--- src/rtl/cellram_wb_arbiter.sv ---
// Two-master Wishbone arbiter in front of the single cellram controller slave.
// Master 0 (video cache refill) normally wins; a starvation guard hands master 1
// (CPU BIU) the bus after STARVE_MAX consecutive m0 tenures granted while m1 waited.
// A watchdog aborts a tenure whose strobe sees no ack for TIMEOUT cycles.
//
// Ports:
//   wb_clk_i, wb_rst_n_i             bus clock, asynchronous active-low reset
//   wb_m0_* / wb_m1_*                master ports (adr/dat/sel/cyc/stb/we in, dat/ack/err out)
//   wb_s_*                           slave port towards the cellram controller
//   mst_sel_o                        current owner: 00 none, 01 m0, 10 m1
//   timeout_o                        one-cycle pulse when the watchdog aborts a tenure
module cellram_wb_arbiter #(
  parameter int unsigned ADR_W      = 32,
  parameter int unsigned DAT_W      = 32,
  parameter int unsigned STARVE_MAX = 4,
  parameter int unsigned TIMEOUT    = 255
) (
  input  logic               wb_clk_i,
  input  logic               wb_rst_n_i,
  // master 0: video cache
  input  logic [ADR_W-1:0]   wb_m0_adr_i,
  input  logic [DAT_W-1:0]   wb_m0_dat_i,
  input  logic [DAT_W/8-1:0] wb_m0_sel_i,
  input  logic               wb_m0_cyc_i,
  input  logic               wb_m0_stb_i,
  input  logic               wb_m0_we_i,
  output logic [DAT_W-1:0]   wb_m0_dat_o,
  output logic               wb_m0_ack_o,
  output logic               wb_m0_err_o,
  // master 1: CPU BIU
  input  logic [ADR_W-1:0]   wb_m1_adr_i,
  input  logic [DAT_W-1:0]   wb_m1_dat_i,
  input  logic [DAT_W/8-1:0] wb_m1_sel_i,
  input  logic               wb_m1_cyc_i,
  input  logic               wb_m1_stb_i,
  input  logic               wb_m1_we_i,
  output logic [DAT_W-1:0]   wb_m1_dat_o,
  output logic               wb_m1_ack_o,
  output logic               wb_m1_err_o,
  // slave: cellram controller
  output logic [ADR_W-1:0]   wb_s_adr_o,
  output logic [DAT_W-1:0]   wb_s_dat_o,
  output logic [DAT_W/8-1:0] wb_s_sel_o,
  output logic               wb_s_cyc_o,
  output logic               wb_s_stb_o,
  output logic               wb_s_we_o,
  input  logic [DAT_W-1:0]   wb_s_dat_i,
  input  logic               wb_s_ack_i,
  // status
  output logic [1:0]         mst_sel_o,
  output logic               timeout_o
);

  localparam logic [3:0] StarveMax = 4'(STARVE_MAX);
  localparam logic [9:0] WdLimit   = 10'(TIMEOUT - 1);

  typedef enum logic [1:0] {
    StIdle = 2'b00,
    StGnt0 = 2'b01,
    StGnt1 = 2'b10
  } state_e;

  state_e     state_q, state_d;
  logic [3:0] starve_cnt_q, starve_cnt_d;
  logic [9:0] wd_cnt_q, wd_cnt_d;

  logic owner_cyc;
  logic owner_stb;
  logic wd_abort;

  // Control lines of whichever master currently owns the bus.
  always_comb begin
    owner_cyc = 1'b0;
    owner_stb = 1'b0;
    case (state_q)
      StGnt0: begin
        owner_cyc = wb_m0_cyc_i;
        owner_stb = wb_m0_stb_i;
      end
      StGnt1: begin
        owner_cyc = wb_m1_cyc_i;
        owner_stb = wb_m1_stb_i;
      end
      default: ;
    endcase
  end

  // An ack in the limit cycle wins over the abort, so err and ack never coincide.
  assign wd_abort = owner_cyc & owner_stb & ~wb_s_ack_i & (wd_cnt_q == WdLimit);

  always_comb begin
    state_d      = state_q;
    starve_cnt_d = starve_cnt_q;
    wd_cnt_d     = '0;
    case (state_q)
      StIdle: begin
        if (wb_m1_cyc_i && (!wb_m0_cyc_i || starve_cnt_q == StarveMax)) begin
          state_d      = StGnt1;
          starve_cnt_d = '0;
        end else if (wb_m0_cyc_i) begin
          state_d = StGnt0;
          if (wb_m1_cyc_i && starve_cnt_q < StarveMax) begin
            starve_cnt_d = starve_cnt_q + 4'd1;
          end
        end
        // m1 not waiting: its starvation history is void
        if (!wb_m1_cyc_i) begin
          starve_cnt_d = '0;
        end
      end
      StGnt0, StGnt1: begin
        // Dropping cyc (even with stb high) just abandons the cycle, no error.
        if (wd_abort || !owner_cyc) begin
          state_d = StIdle;
        end
        if (!(wb_s_ack_i || !owner_stb || wd_abort)) begin
          wd_cnt_d = wd_cnt_q + 10'd1;
        end
      end
      default: state_d = StIdle;
    endcase
  end

  always_ff @(posedge wb_clk_i or negedge wb_rst_n_i) begin
    if (!wb_rst_n_i) begin
      state_q      <= StIdle;
      starve_cnt_q <= '0;
      wd_cnt_q     <= '0;
    end else begin
      state_q      <= state_d;
      starve_cnt_q <= starve_cnt_d;
      wd_cnt_q     <= wd_cnt_d;
    end
  end

  // Slave-side mux decodes from the registered owner only; the abort cycle
  // additionally withdraws cyc/stb so the controller drops the access.
  always_comb begin
    wb_s_adr_o = '0;
    wb_s_dat_o = '0;
    wb_s_sel_o = '0;
    wb_s_we_o  = 1'b0;
    wb_s_cyc_o = 1'b0;
    wb_s_stb_o = 1'b0;
    mst_sel_o  = 2'b00;
    case (state_q)
      StGnt0: begin
        wb_s_adr_o = wb_m0_adr_i;
        wb_s_dat_o = wb_m0_dat_i;
        wb_s_sel_o = wb_m0_sel_i;
        wb_s_we_o  = wb_m0_we_i;
        wb_s_cyc_o = wb_m0_cyc_i & ~wd_abort;
        wb_s_stb_o = wb_m0_stb_i & ~wd_abort;
        mst_sel_o  = 2'b01;
      end
      StGnt1: begin
        wb_s_adr_o = wb_m1_adr_i;
        wb_s_dat_o = wb_m1_dat_i;
        wb_s_sel_o = wb_m1_sel_i;
        wb_s_we_o  = wb_m1_we_i;
        wb_s_cyc_o = wb_m1_cyc_i & ~wd_abort;
        wb_s_stb_o = wb_m1_stb_i & ~wd_abort;
        mst_sel_o  = 2'b10;
      end
      default: ;
    endcase
  end

  // Read data is broadcast; gated by reset so every output reads 0 while in reset.
  assign wb_m0_dat_o = wb_rst_n_i ? wb_s_dat_i : '0;
  assign wb_m1_dat_o = wb_rst_n_i ? wb_s_dat_i : '0;

  assign wb_m0_ack_o = wb_s_ack_i & (state_q == StGnt0);
  assign wb_m1_ack_o = wb_s_ack_i & (state_q == StGnt1);
  assign wb_m0_err_o = wd_abort & (state_q == StGnt0);
  assign wb_m1_err_o = wd_abort & (state_q == StGnt1);
  assign timeout_o   = wd_abort;

endmodule

--- config.mk ---
export PLATFORM = sky130hd
export DESIGN_NAME = cellram_wb_arbiter
export DESIGN_NICKNAME = d
export VERILOG_FILES = /design/src/rtl/cellram_wb_arbiter.sv
export SDC_FILE = /design/constraint.sdc
export NUM_CORES = 1
export LEC_CHECK = 0
export CORE_AREA = 5 5 122 124
export CTS_CLUSTER_SIZE = 24
export DETAILED_ROUTE_END_ITERATION = 8
export DIE_AREA = 0 0 127 129
export MAX_ROUTING_LAYER = met4
export PLACE_DENSITY = 0.7
export RECOVER_POWER = 50
export SETUP_SLACK_MARGIN = 0.3
export SLEW_MARGIN = 5
export SYNTH_ARGS = -nofsm -noshare
export SYNTH_HDL_FRONTEND = slang
export SYNTH_SLANG_ARGS = --single-unit
export TNS_END_PERCENT = 5
--- constraint.sdc ---
create_clock -name wb_clk_i -period 3.3 [get_ports wb_clk_i]
set_input_delay 0.33 -clock wb_clk_i [delete_from_list [all_inputs] [get_ports wb_clk_i]]
set_output_delay 0.33 -clock wb_clk_i [all_outputs]
set_load 0.01 [all_outputs]
# Yosys cells after proc, flatten, opt, wreduce, memory -nomap -nowiden

Index checks and enable logic that the tools add are counted.

$add $sub $neg: 2
$mul: 0
Div/mod/pow operators: 0
$lt $le $gt $ge: 1
Equality and inequality tests: 8
Shifts and indexed selects: 0
Multiplexer cells: 20
Bitwise logic cells: 13
Reduce and logical (&&, ||, !) cells: 13

Operators with widths:

| kind                  | count |
|---|---|
| $pmux 32 s2           | 2 |
| $mux 32               | 1 |
| $mux 10               | 2 |
| $mux 4                | 4 |
| $and 1x1->1           | 11 |
| $add 10x1->10 const B | 1 |
| $eq 10x8->1 const B   | 1 |
| $pmux 1 s2            | 5 |
| $pmux 2 s2            | 2 |
| $pmux 4 s2            | 1 |
| $mux 2                | 3 |
| $add 4x1->4 const B   | 1 |
| $eq 4x3->1 const B    | 1 |
| $logic_or 1x1->1      | 4 |
| $lt 4x3->1 const B    | 1 |
| $logic_not 1->1       | 3 |
| $ne 3x1->1 const B    | 1 |
| $ne 3x2->1 const B    | 1 |
| $ne 3x3->1 const B    | 1 |
| $reduce_and 3->1      | 1 |
| $eq 2x1->1 const B    | 1 |
| $eq 2x2->1 const B    | 1 |
| $logic_and 1x1->1     | 2 |
| $logic_not 2->1       | 1 |
| 4 further kinds       | 5 |

Flip-flop bits (word level): 16
Bits in latches: 0
Memory bits (writable): 0
ROM bits: 0
Input port bits: 177
Output and inout bits: 142
Logic and storage cells: 60
Memories: 0

# Logic depth before layout (Yosys ltp)

Gate-level depths: netlist of run 1.

Depth in word-level cells: 8
Mapped depth: 7
Mapped depth without buffers: 6

# Worst setup path after synthesis of run 1

OpenSTA, ideal clock, no wires.

Path type: flip-flop to output port
Start: register state_q[1]
End: output wb_s_cyc_o
Arrival: 1730 ps
Data required time: 2970 ps
Setup slack: 1240 ps
Cell stages (with the launch flop): 8
Buffers on the path: 1
Cells stage by stage: dfrtp_1 -> inv_1 -> ha_1 -> buf_2 -> a22o_1 -> nand4_2 -> and4bb_2 -> nor3b_1

Cells in the longest elaborated chain, start to end: 8
Elaborated cells on any way between the ends: 11
Those cells by class: eq/ne: 2; mux: 3; bitwise: 6

RTL lines:

| what                                     | RTL line | source |
|---|---|---|
| start, declared                          | 63       | `state_e state_q, state_d;` |
| start signal, assigned                   | 126      | `state_q <= StIdle;` |
| start signal, assigned                   | 130      | `state_q <= state_d;` |
| $eq 2x2->1 or $eq 2x1->1 (tied branches) | 75       | `case (state_q)` |
| $pmux 1 s2                               | 75       |  |
| $and 1x1->1 * (3 in series)              | 89       | `assign wd_abort = owner_cyc & owner_stb & ~wb_s_ack_i & (wd_cnt_q == WdLimit);` |
| named net timeout_o                      | 51       | `output logic timeout_o` |
| $not 1->1 *                              | 152, 161 |  |
| $and 1x1->1 (on tied branches)           | 161, 152 |  |
| $pmux 1 s2 *                             | 146      | `case (state_q)` |
| end, declared                            | 44       | `output logic wb_s_cyc_o,` |

The timed path passes the listed nets; every way through them passes the cells marked *.

# Worst setup path after layout of run 1

Start: register state_q[0]
End: output wb_m1_err_o

Cells in the longest elaborated chain, start to end: 6
Elaborated cells on any way between the ends: 8
Those cells by class: eq/ne: 2; mux: 2; bitwise: 4

RTL lines:

| what                                     | RTL line | source |
|---|---|---|
| $eq 2x2->1 or $eq 2x1->1 (tied branches) | 75, 176  |  |
| $pmux 1 s2                               | 75       |  |
| $and 1x1->1 (3 in series)                | 89       |  |
| $and 1x1->1 *                            | 176      | `assign wb_m1_err_o = wd_abort & (state_q == StGnt1);` |
| end, declared                            | 39       | `output logic wb_m1_err_o,` |

Every way passes the cells marked *; elsewhere a longest branch is shown, timed or not.

==> flow_summary.ini, run 1 <==
[route]
wl_mm = 12.72
ant_nets = 0
remaining_drc_errors = 0
vias = 3465
via_per_inst = 4.488
wl_per_cell_um = 16.48
dr.pass1.iters = 4
drt_iter0_markers = 157

[cells_and_area]
drive_gt1_frac = 0.02196
diodes = 0
post-route-cell-area_sq_mm = 0.005670
area_delta_synth_final_pct = 128.9
layout.nets = 779

[place]
port_buffers = 318
dpl_cell_area_sq_mm = 0.005584
dp_hpwl_mm = 10.50
gp_congestion = 0.9017

[power_and_ir_drop]
vdd_ir_drop_max_mv = 0.2295
total_leakage_power_nw = 2.060
p_per_area_mw_per_mm2 = 480.6

[synthesis]
ys_seq_elements = 16
synth_enable_flop_cells = 0
async_reset_ff_frac = 1.000
yosysWarnings = 0
seq_area_frac_synth = 0.1616
synth_area_sq_mm = 0.002477
synth_ff_type = dfrtp_1
synth_cell_types = 35
synthCells = 326
syn_avg_cell_area_sq_um = 7.599
syn_nets = 512

[critical_path]
path_max_fanout = 20
start_kind = register
endpoint_kind = primary output
critPathArrivalTime_ns = 2.58
cp_slowest_stage_delay_ns = 0.69
cp_slowest_cell = ha_1
worstPathRequired_ns = 2.97
path_class = register to primary output
path_buf_inv = 2
cpLargestDelayFamily = adder cells
path_cells = inv_1, ha_1, and4bb_2, and2_1, clkdlybuf4s50_1

[sta]
hold_viol = 0
rsz0062_at_grt = true
min_period_ns = 2.907
post-route-period-util = 0.8810
fin_skew_ns = 0.0007807
worst_pin_slew_ns = 0.8826
fmax_mhz = 344.0
slew_headroom = 0.4116
slew_viol_final = 0
final.setup.tns_ns = 0
setup_viol = 0

[clocking]
clockRootBuffer = clkbuf_16
clock_path_buffers = 2
h-tree-depth = 1
cts_tree = done
cts_sinks = 16
cts_made_buffers = 3
clk_latency_ns = 0.24
clk_pin_slew_ns = 0.05
cts_setup_buffers = 0

[run]
cap_violations = 0

[floorplan]
core_area_sq_mm = 0.01367
num_rows = 43
fp.dieW_um = 127
io_pins = 319
start_util = 0.1813
die_h_um = 129
die-area_sq_mm = 0.01638

[global_routing]
grt_pass1_wl_mm = 18.26
grt_overflow = 0
grt_pass1_vias = 3481
grt_max_degree = 74
grt_antenna_before_repair = 0
grt_usage = 0.1408

[run_status]
status = finished clean

[hold_path]
hp-class = register to register
==> Yosys cell counts, types with 4 or more instances <==
cell type  instances  area share
a22oi_1           69        0.21
and2_1            36       0.091
buf_4             33        0.10
clkbuf_1          23       0.035
dfrtp_1           16        0.16
ha_1               9       0.045
inv_1              6      0.0091
nand3_1            5       0.010
nand4_1            4       0.010
nor2_1            13       0.020
nor2b_1           69        0.17
xor2_1             7       0.025
==> placed cells by master, fill, tap and decap left out, drive strengths merged, types with 6 or more instances in the layout <==
| master | Yosys | routed |
|---|---|---|
| nor2 | 13 | 13 |
| dfrtp | 16 | 16 |
| inv | 6 | 6 |
| xor2 | 7 | 7 |
| dlygate4sd3 | 0 | 26 |
| a22oi | 69 | 69 |
| ha | 9 | 9 |
| and2 | 36 | 36 |
| nor2b | 69 | 69 |
| clkdlybuf4s50 | 0 | 291 |
==> layer usage <==
| metal | routed length (um) | vias up | GRT usage | part of all wire |
|---|---|---|---|---|
| met5 | 0 | - | - | 0 |
| met1 | 4884 | 1620 | 0.1604 | 0.38 |
| li1 | - | 1655 | - | - |
| met4 | 139 | 0 | 0.02524 | 0.011 |
| met2 | 6738 | 180 | 0.2559 | 0.53 |
| met3 | 960 | 10 | 0.03072 | 0.075 |
==> cell families after synthesis <==
family / synth area share
AO/OA/AOI/OAI: 0.2439
AND/OR/NAND/NOR: 0.3571
XOR/XNOR: 0.02828
multiplexers: 0.01263
flip-flops: 0.1616
buffers and inverters: 0.1510
adder cells (fa/ha/maj): 0.04546
==> state kept, by name, indices dropped and copies added, names as in the netlist <==
| signal | count |
|---|---|
| starve_cnt_q | 4 |
| wd_cnt_q | 10 |
| state_q | 2 |
==> metrics by stage <==
stage	utilization	worst slack (ns)	power, W	instances	hold slack [ns]
2_1_floorplan	-	1.240	0.001417	326	0.03441
3_3_place_gp	0.4086	0.5467	0.002463	768	0.5100
3_5_place_dp	0.4086	0.5052	0.002495	768	0.5259
4_1_cts	0.4151	0.3168	0.002766	772	0.5384
5_1_grt	0.4149	0.2204	0.002917	772	0.5623
6_report	0.4149	0.3926	0.002725	772	0.5311
==> power breakdown <==
group	internal, W	switching, W	total (W)
Sequential	0.000220	0.0000240	0.000244
Clock	0.000184	0.0000736	0.000258
Combinational	0.00122	0.00101	0.00222
==> path summary, 6_finish.rpt <==
path	from	to	slack, ns	cells past startpoint
worst min-delay path	starve_cnt_q[1]$_DFFE_PN0P_	starve_cnt_q[1]$_DFFE_PN0P_	0.53	1
worst max-delay path	state_q[0]$_DFFE_PN0P_	wb_m1_err_o	0.39	5
worst min register to register	starve_cnt_q[1]$_DFFE_PN0P_	starve_cnt_q[1]$_DFFE_PN0P_	0.53	1
worst max register to register	state_q[0]$_DFFE_PN0P_	state_q[1]$_DFFE_PN0P_	1.19	6
max in group asynchronous	wb_rst_n_i	wd_cnt_q[4]$_DFF_PN0_	1.39	2
min in group asynchronous	wb_rst_n_i	wd_cnt_q[5]$_DFF_PN0_	1.37	2
==> final cells by class <==
cell class              instances  area (sq um)
multi-input cells             244          1702
inverters                       6         22.52
clock buffers                   4         88.84
flip-flops and latches         16         400.4
fillers                      1332          7995
well taps                     180         225.2
repair buffers                322          3232
==> worst register-to-register path, stage by stage, from the launching register on <==
cell and delay [ns]:
dfrtp_1 0.39, inv_1 0.11, ha_1 0.69, and3b_1 0.24
nand4_1 0.17, a32oi_1 0.26, o22ai_1 0.12
==> timing repair <==
item                       CTS  global route
gates resized for setup      0             3
setup endpoints to repair    0            66
hold buffers                 0             0
Note: power is estimated with default switching activity, not from simulation.
==> run 2: changes to the inputs <==
--- a/config.mk
+++ b/config.mk
@@ -5,14 +5,16 @@
 export SDC_FILE = /design/constraint.sdc
 export NUM_CORES = 1
 export LEC_CHECK = 0
-export CORE_AREA = 5 5 122 124
+export ABC_AREA = 1
+export CORE_AREA = 5 5 120 122
 export CTS_CLUSTER_SIZE = 24
 export DETAILED_ROUTE_END_ITERATION = 8
-export DIE_AREA = 0 0 127 129
+export DIE_AREA = 0 0 125 127
 export MAX_ROUTING_LAYER = met4
-export PLACE_DENSITY = 0.7
+export PLACE_DENSITY = 0.72
 export RECOVER_POWER = 50
 export SETUP_SLACK_MARGIN = 0.3
+export SKIP_LAST_GASP = 1
 export SLEW_MARGIN = 5
 export SYNTH_ARGS = -nofsm -noshare
 export SYNTH_HDL_FRONTEND = slang
==> constraint.sdc (replaced) <==
create_clock -name wb_clk_i -period 3.2 [get_ports wb_clk_i]
set_input_delay 0.32 -clock wb_clk_i [delete_from_list [all_inputs] [get_ports wb_clk_i]]
set_output_delay 0.32 -clock wb_clk_i [all_outputs]
set_load 0.01 [all_outputs]
==> flow_summary.ini, run 2 <==
[power_and_ir_drop]
power_frac_clock = 0.102
p_per_area_mw_per_mm2 = 468.4
vdd_ir_drop_max_mv = 0.2191
internal_power_w = 0.001413
pwr-share-seq = 0.094
total_leakage_power_nw = 2.445
swShare = 0.4694
p_sw_w = 0.001250
pwr-share-comb = 0.804

[clocking]
cts_tree = done
clk_latency_ns = 0.25
clockRootBuffer = clkbuf_16
hold_buffers = 0
cts_setup_buffers = 0
h-tree-depth = 1
cts_sinks = 16
cts_made_buffers = 3
clock_path_buffers = 2
cts-resized-gates = 0
clk_pin_slew_ns = 0.05

[sta]
fmax_mhz = 374.7
slew_viol_final = 0
fin_ws_ns = 0.5309
setup_viol = 0
fin_skew_ns = 0.001238
worst_pin_slew_ns = 1.273
hold_viol = 0
min_period_ns = 2.669
rsz0062_at_grt = false
post-route-period-util = 0.8341
slew_headroom = 0.1512
final.setup.tns_ns = 0

[route]
wl_per_cell_um = 15.13
remaining_drc_errors = 0
vias = 3749
dr.pass1.iters = 4
via_per_inst = 4.084
ant_nets = 0
drt_iter0_markers = 245
wl_mm = 13.89

[place]
dp_hpwl_mm = 11.24
port_buffers = 318
dp_slack_ns = 0.7660
gp_congestion = 0.9051

[cells_and_area]
top_regs = wd_cnt_q (10), starve_cnt_q (4), state_q (2)
seq_area_sq_um = 400.4
final_util = 0.4343
layout.nets = 928
fillCellCount = 1336
top_register = wd_cnt_q
drive_gt1_frac = 0.02699
multi_input_area_sq_mm = 0.001531
final_cell_mix = clkdlybuf4s50_1 (262), nand2_1 (207), a21oi_1 (73), inv_1 (56), dlygate4sd3_1 (55)
area_delta_synth_final_pct = 127.1
largest_reg_flops = 10
final_common_cell = clkdlybuf4s50_1

[critical_path]
path_buf_inv = 3
rr_endpoint = wd_cnt_q[7]$_DFF_PN0_
start_kind = register
timing.rr.start = state_q[1]$_DFFE_PN0P_
path_class = register to primary output
cpLargestDelayFamily = buffers and inverters
path_cells = inv_1, ha_2, buf_4, nand2_1, a21oi_1, clkdlybuf4s50_1
cp_slowest_stage_delay_ns = 0.59
critPathArrivalTime_ns = 2.35
worstPathRequired_ns = 2.88
reg2reg_depth = 11
rrSetupSlack_ns = 1.33
cp_slowest_cell = clkdlybuf4s50_1
endpoint_kind = primary output
path_max_fanout = 46

[run_status]
status = finished clean

[synthesis]
synthCells = 470
ys_top_cells_by_area = nand2_1 (31%), dfrtp_1 (16%), a21oi_1 (15%), buf_4 (10%), inv_1 (8.3%)
seq_area_frac_synth = 0.1600
async_reset_ff_frac = 1.000
synth_area_sq_mm = 0.002502
syn_avg_cell_area_sq_um = 5.324
syn_nets = 656
synth_most_common_cell = nand2_1
synth_area_leader_cell = nand2_1
synth_common_cells = nand2_1 (205), a21oi_1 (73), inv_1 (55)
synth_enable_flop_cells = 0
synth_ff_type = dfrtp_1
synth_cell_types = 23
yosysWarnings = 0
ys_seq_elements = 16
synth.top_cell.area_share = 0.3075

[global_routing]
grt_antenna_before_repair = 1
grt_pass1_vias = 3760
grt_pass1_wl_mm = 20.77
grt_usage = 0.1671
grt_overflow = 0
grt_max_degree = 49

[floorplan]
start_util = 0.1912
die-area_sq_mm = 0.01588
num_rows = 42
die_h_um = 127
core_area_sq_mm = 0.01309
fp.dieW_um = 125
io_pins = 319

[hold_path]
min_from = wd_cnt_q[0]$_DFF_PN0_
holdPathStages = 1
hp-class = register to register
hold_end = wd_cnt_q[0]$_DFF_PN0_

[run]
cap_violations = 0
## run 2: cells by family after synthesis
logic type	share of synthesized area
buf+inv	0.2245
compound gates	0.1535
fa+ha+maj	0.04500
simple gates	0.3925
flops	0.1600
xor+xnor	0.02450
## run 2: worst max path at each step
stage                           start             end  slack [ns]  cells past startpoint
2_1_floorplan  state_q[0]$_DFFE_PN0P_      wb_s_cyc_o        1.50                     10
3_3_place_gp              wb_m1_cyc_i      wb_s_stb_o        0.79                      9
3_5_place_dp   state_q[1]$_DFFE_PN0P_  wb_s_dat_o[31]        0.77                      6
4_1_cts        state_q[1]$_DFFE_PN0P_  wb_s_dat_o[31]        0.50                      6
5_1_grt        state_q[1]$_DFFE_PN0P_  wb_s_adr_o[28]        0.37                      6
6_report       state_q[1]$_DFFE_PN0P_  wb_s_dat_o[23]        0.53                      6
## run 2: per-layer routing
| metal | share of wire | global-route usage |
|---|---|---|
| met1 | 0.42 | 0.2071 |
| met2 | 0.47 | 0.2714 |
| met3 | 0.090 | 0.04716 |
| met4 | 0.018 | 0.03954 |
| met5 | 0 | - |
## run 2: power by group through the flow
| stage | clock network (W) | logic (W) | registers [W] |
|---|---|---|---|
| after floorplan | 0 | 0.00105 | 0.000246 |
| after global placement | 0 | 0.00219 | 0.000250 |
| after detailed placement | 0 | 0.00218 | 0.000253 |
| after CTS | 0.000274 | 0.00219 | 0.000250 |
| after global routing | 0.000286 | 0.00231 | 0.000252 |
| final | 0.000271 | 0.00214 | 0.000249 |
## run 2: through the flow
step | hold WS (ns) | cell area, sq um | power (W) | cells
floorplan | 0.02441 | 2502 | 0.001293 | 470
global placement | 0.4952 | 5610 | 0.002435 | 913
detailed placement | 0.5005 | 5610 | 0.002429 | 913
CTS | 0.5062 | 5699 | 0.002714 | 917
global route | 0.5418 | 5683 | 0.002852 | 918
finish | 0.5085 | 5683 | 0.002662 | 918
## run 2: area by class of cell
cell class / count / share of cell area
Antenna cell: 1 / 0.0004403
Clock buffer: 4 / 0.01563
Inverter: 57 / 0.03765
Multi-Input combinational cell: 339 / 0.2695
Sequential cell: 16 / 0.07045
Tap cell: 176 / 0.03875
Timing Repair Buffer: 325 / 0.5676
==> run 3: changes to the inputs <==
--- a/config.mk
+++ b/config.mk
@@ -6,12 +6,12 @@
 export NUM_CORES = 1
 export LEC_CHECK = 0
 export ABC_AREA = 1
-export CORE_AREA = 5 5 120 122
+export CORE_AREA = 5 5 121 123
 export CTS_CLUSTER_SIZE = 24
 export DETAILED_ROUTE_END_ITERATION = 8
-export DIE_AREA = 0 0 125 127
+export DIE_AREA = 0 0 126 128
 export MAX_ROUTING_LAYER = met4
-export PLACE_DENSITY = 0.72
+export PLACE_DENSITY = 0.74
 export RECOVER_POWER = 50
 export SETUP_SLACK_MARGIN = 0.3
 export SKIP_LAST_GASP = 1
==> constraint.sdc (replaced) <==
create_clock -name wb_clk_i -period 2.3 [get_ports wb_clk_i]
set_input_delay 0.23 -clock wb_clk_i [delete_from_list [all_inputs] [get_ports wb_clk_i]]
set_output_delay 0.23 -clock wb_clk_i [all_outputs]
set_load 0.01 [all_outputs]
==> flow_summary.ini, run 3 (synthesis gave the netlist of run 2 again) <==
[run_status]
status = finished clean

[route]
via_per_inst = 4.102
maxUsedRoutingLayer = met4
wl_mm = 13.67
dr.pass1.iters = 4
met2_length_mm = 6.314
remaining_drc_errors = 0
wl_met3_mm = 1.101
wl_per_cell_um = 14.73
vias = 3807
wl_met1_mm = 6.078
ant_nets = 0
drt_iter0_markers = 248

[sta]
fin_skew_ns = 0.001300
setup_viol = 0
post-route-period-util = 0.9836
worst_pin_slew_ns = 0.8674
min_period_ns = 2.262
slew_viol_final = 0
rsz0062_at_grt = true
fmax_mhz = 442.0
hold_viol = 0
slew_headroom = 0.4217

[hold_path]
holdPathStages = 2
hp-class = register to register
min_from = starve_cnt_q[3]$_DFFE_PN0P_
hold_end = starve_cnt_q[3]$_DFFE_PN0P_

[critical_path]
timing.rr.start = state_q[1]$_DFFE_PN0P_
rr_endpoint = wd_cnt_q[7]$_DFF_PN0_
reg2reg_depth = 12
critPathArrivalTime_ns = 2.03
rrSetupSlack_ns = 0.51
path_class = register to primary output
worstPathRequired_ns = 2.07
path_max_fanout = 22
start_kind = register
endpoint_kind = primary output

[cells_and_area]
final_common_cell = clkdlybuf4s50_1
diodes = 0
final_cell_mix = clkdlybuf4s50_1 (258), nand2_1 (205), a21oi_1 (72), inv_1 (52), dlygate4sd3_1 (35)
top_regs = wd_cnt_q (10), starve_cnt_q (4), state_q (2)
fillCellCount = 1402
seq_area_sq_um = 400.4
final_util = 0.4290
fin_cells = 928
area_delta_synth_final_pct = 132.5
drive_gt1_frac = 0.05080
top_register = wd_cnt_q
layout.nets = 935
multi_input_area_sq_mm = 0.001565
largest_reg_flops = 10

[clocking]
clk_latency_ns = 0.25
cts_sinks = 16
h-tree-depth = 1
clock_path_buffers = 2
clockRootBuffer = clkbuf_16
clk_pin_slew_ns = 0.05
cts_tree = done
cts_made_buffers = 3

[power_and_ir_drop]
p_per_area_mw_per_mm2 = 665.9
vdd_ir_drop_max_mv = 0.4352
finalPower_w = 0.003873
total_leakage_power_nw = 2.608

[floorplan]
fp.dieW_um = 126
num_rows = 43
start_util = 0.1846
die_h_um = 128
core_area_sq_mm = 0.01356
io_pins = 319
die-area_sq_mm = 0.01613

[global_routing]
grt_antenna_before_repair = 0
grt_usage = 0.1593
grt_pass1_vias = 3753
grt_pass1_wl_mm = 20.22
grt_max_degree = 46
grt_overflow = 0

[place]
dp_hpwl_mm = 10.98
port_buffers = 318
place_inst = 920
gp_congestion = 0.8266

[run]
cap_violations = 0
## run 3: cell count changes in the layout (fill, tap and decap cells not counted), moves of 3 or more
cell             previous run  this run
buf_12                      0         3
buf_2                       0         3
clkdlybuf4s50_1           262       258
dlygate4sd2_1               0        19
dlygate4sd3_1              55        35
dlymetal6s2s_1              0         3
inv_1                      56        52
inv_2                       0         5
## run 3: worst max-delay path, cell delays in order (launching register included)
cell,delay [ns]
dfrtp_1,0.39
inv_2,0.10
ha_4,0.21
bufbuf_16,0.32
nand2_1,0.07
a21oi_1,0.15
clkdlybuf4s50_1,0.55
## run 3: area by class of cell
class,instances,area share
inverter,57,0.03678
multi-input combinational,339,0.2691
timing repair buffer,332,0.5713
sequential,16,0.06883
clock buffer,4,0.01527
tap,180,0.03872
## run 3: how the worst max path moves through the flow
stage                                 startpoint  slack, ns        endpoint
after detailed placement             wb_m1_cyc_i       0.01     wb_m1_err_o
final                     state_q[1]$_DFFE_PN0P_       0.04  wb_s_adr_o[23]
after global routing      state_q[1]$_DFFE_PN0P_      -0.06  wb_s_dat_o[13]
after global placement               wb_m1_cyc_i       0.04     wb_m1_err_o
after CTS                 state_q[1]$_DFFE_PN0P_       0.05   wb_s_adr_o[8]
after floorplan           state_q[0]$_DFFE_PN0P_       0.69      wb_s_cyc_o
## run 3: per-layer routing
layer	global-route usage	up-vias
met4	0.02776	0
met5	-	-
met1	0.2070	1621
met2	0.2629	221
met3	0.02958	14
li1	-	1951
## run 3: power by group
group / leakage (nW) / internal, W / switching (W)
clock: 0.0442 / 0.000264 / 0.000111
combinational: 2.34 / 0.00151 / 0.00166
sequential: 0.220 / 0.000314 / 0.0000235
## run 3: per-stage QoR
stage	setup TNS [ns]	hold WS (ns)	worst slack, ns	area, sq um
global route	-1.329	0.5380	-0.05789	5817
finish	0	0.5099	0.03764	5817
CTS	0	0.4070	0.04556	5828
floorplan	0	-0.06559	0.6862	2502
global placement	0	0.4943	0.04373	5675
detailed placement	0	0.5003	0.01063	5675
## run 3: timing repair
action | in CTS | in global routing
setup endpoints to repair | 76 | 76
hold buffers | 0 | 0
gates cloned | 1 | 0
pin swaps | 2 | 0
gates resized for setup | 38 | 3
buffers inserted | 3 | 0
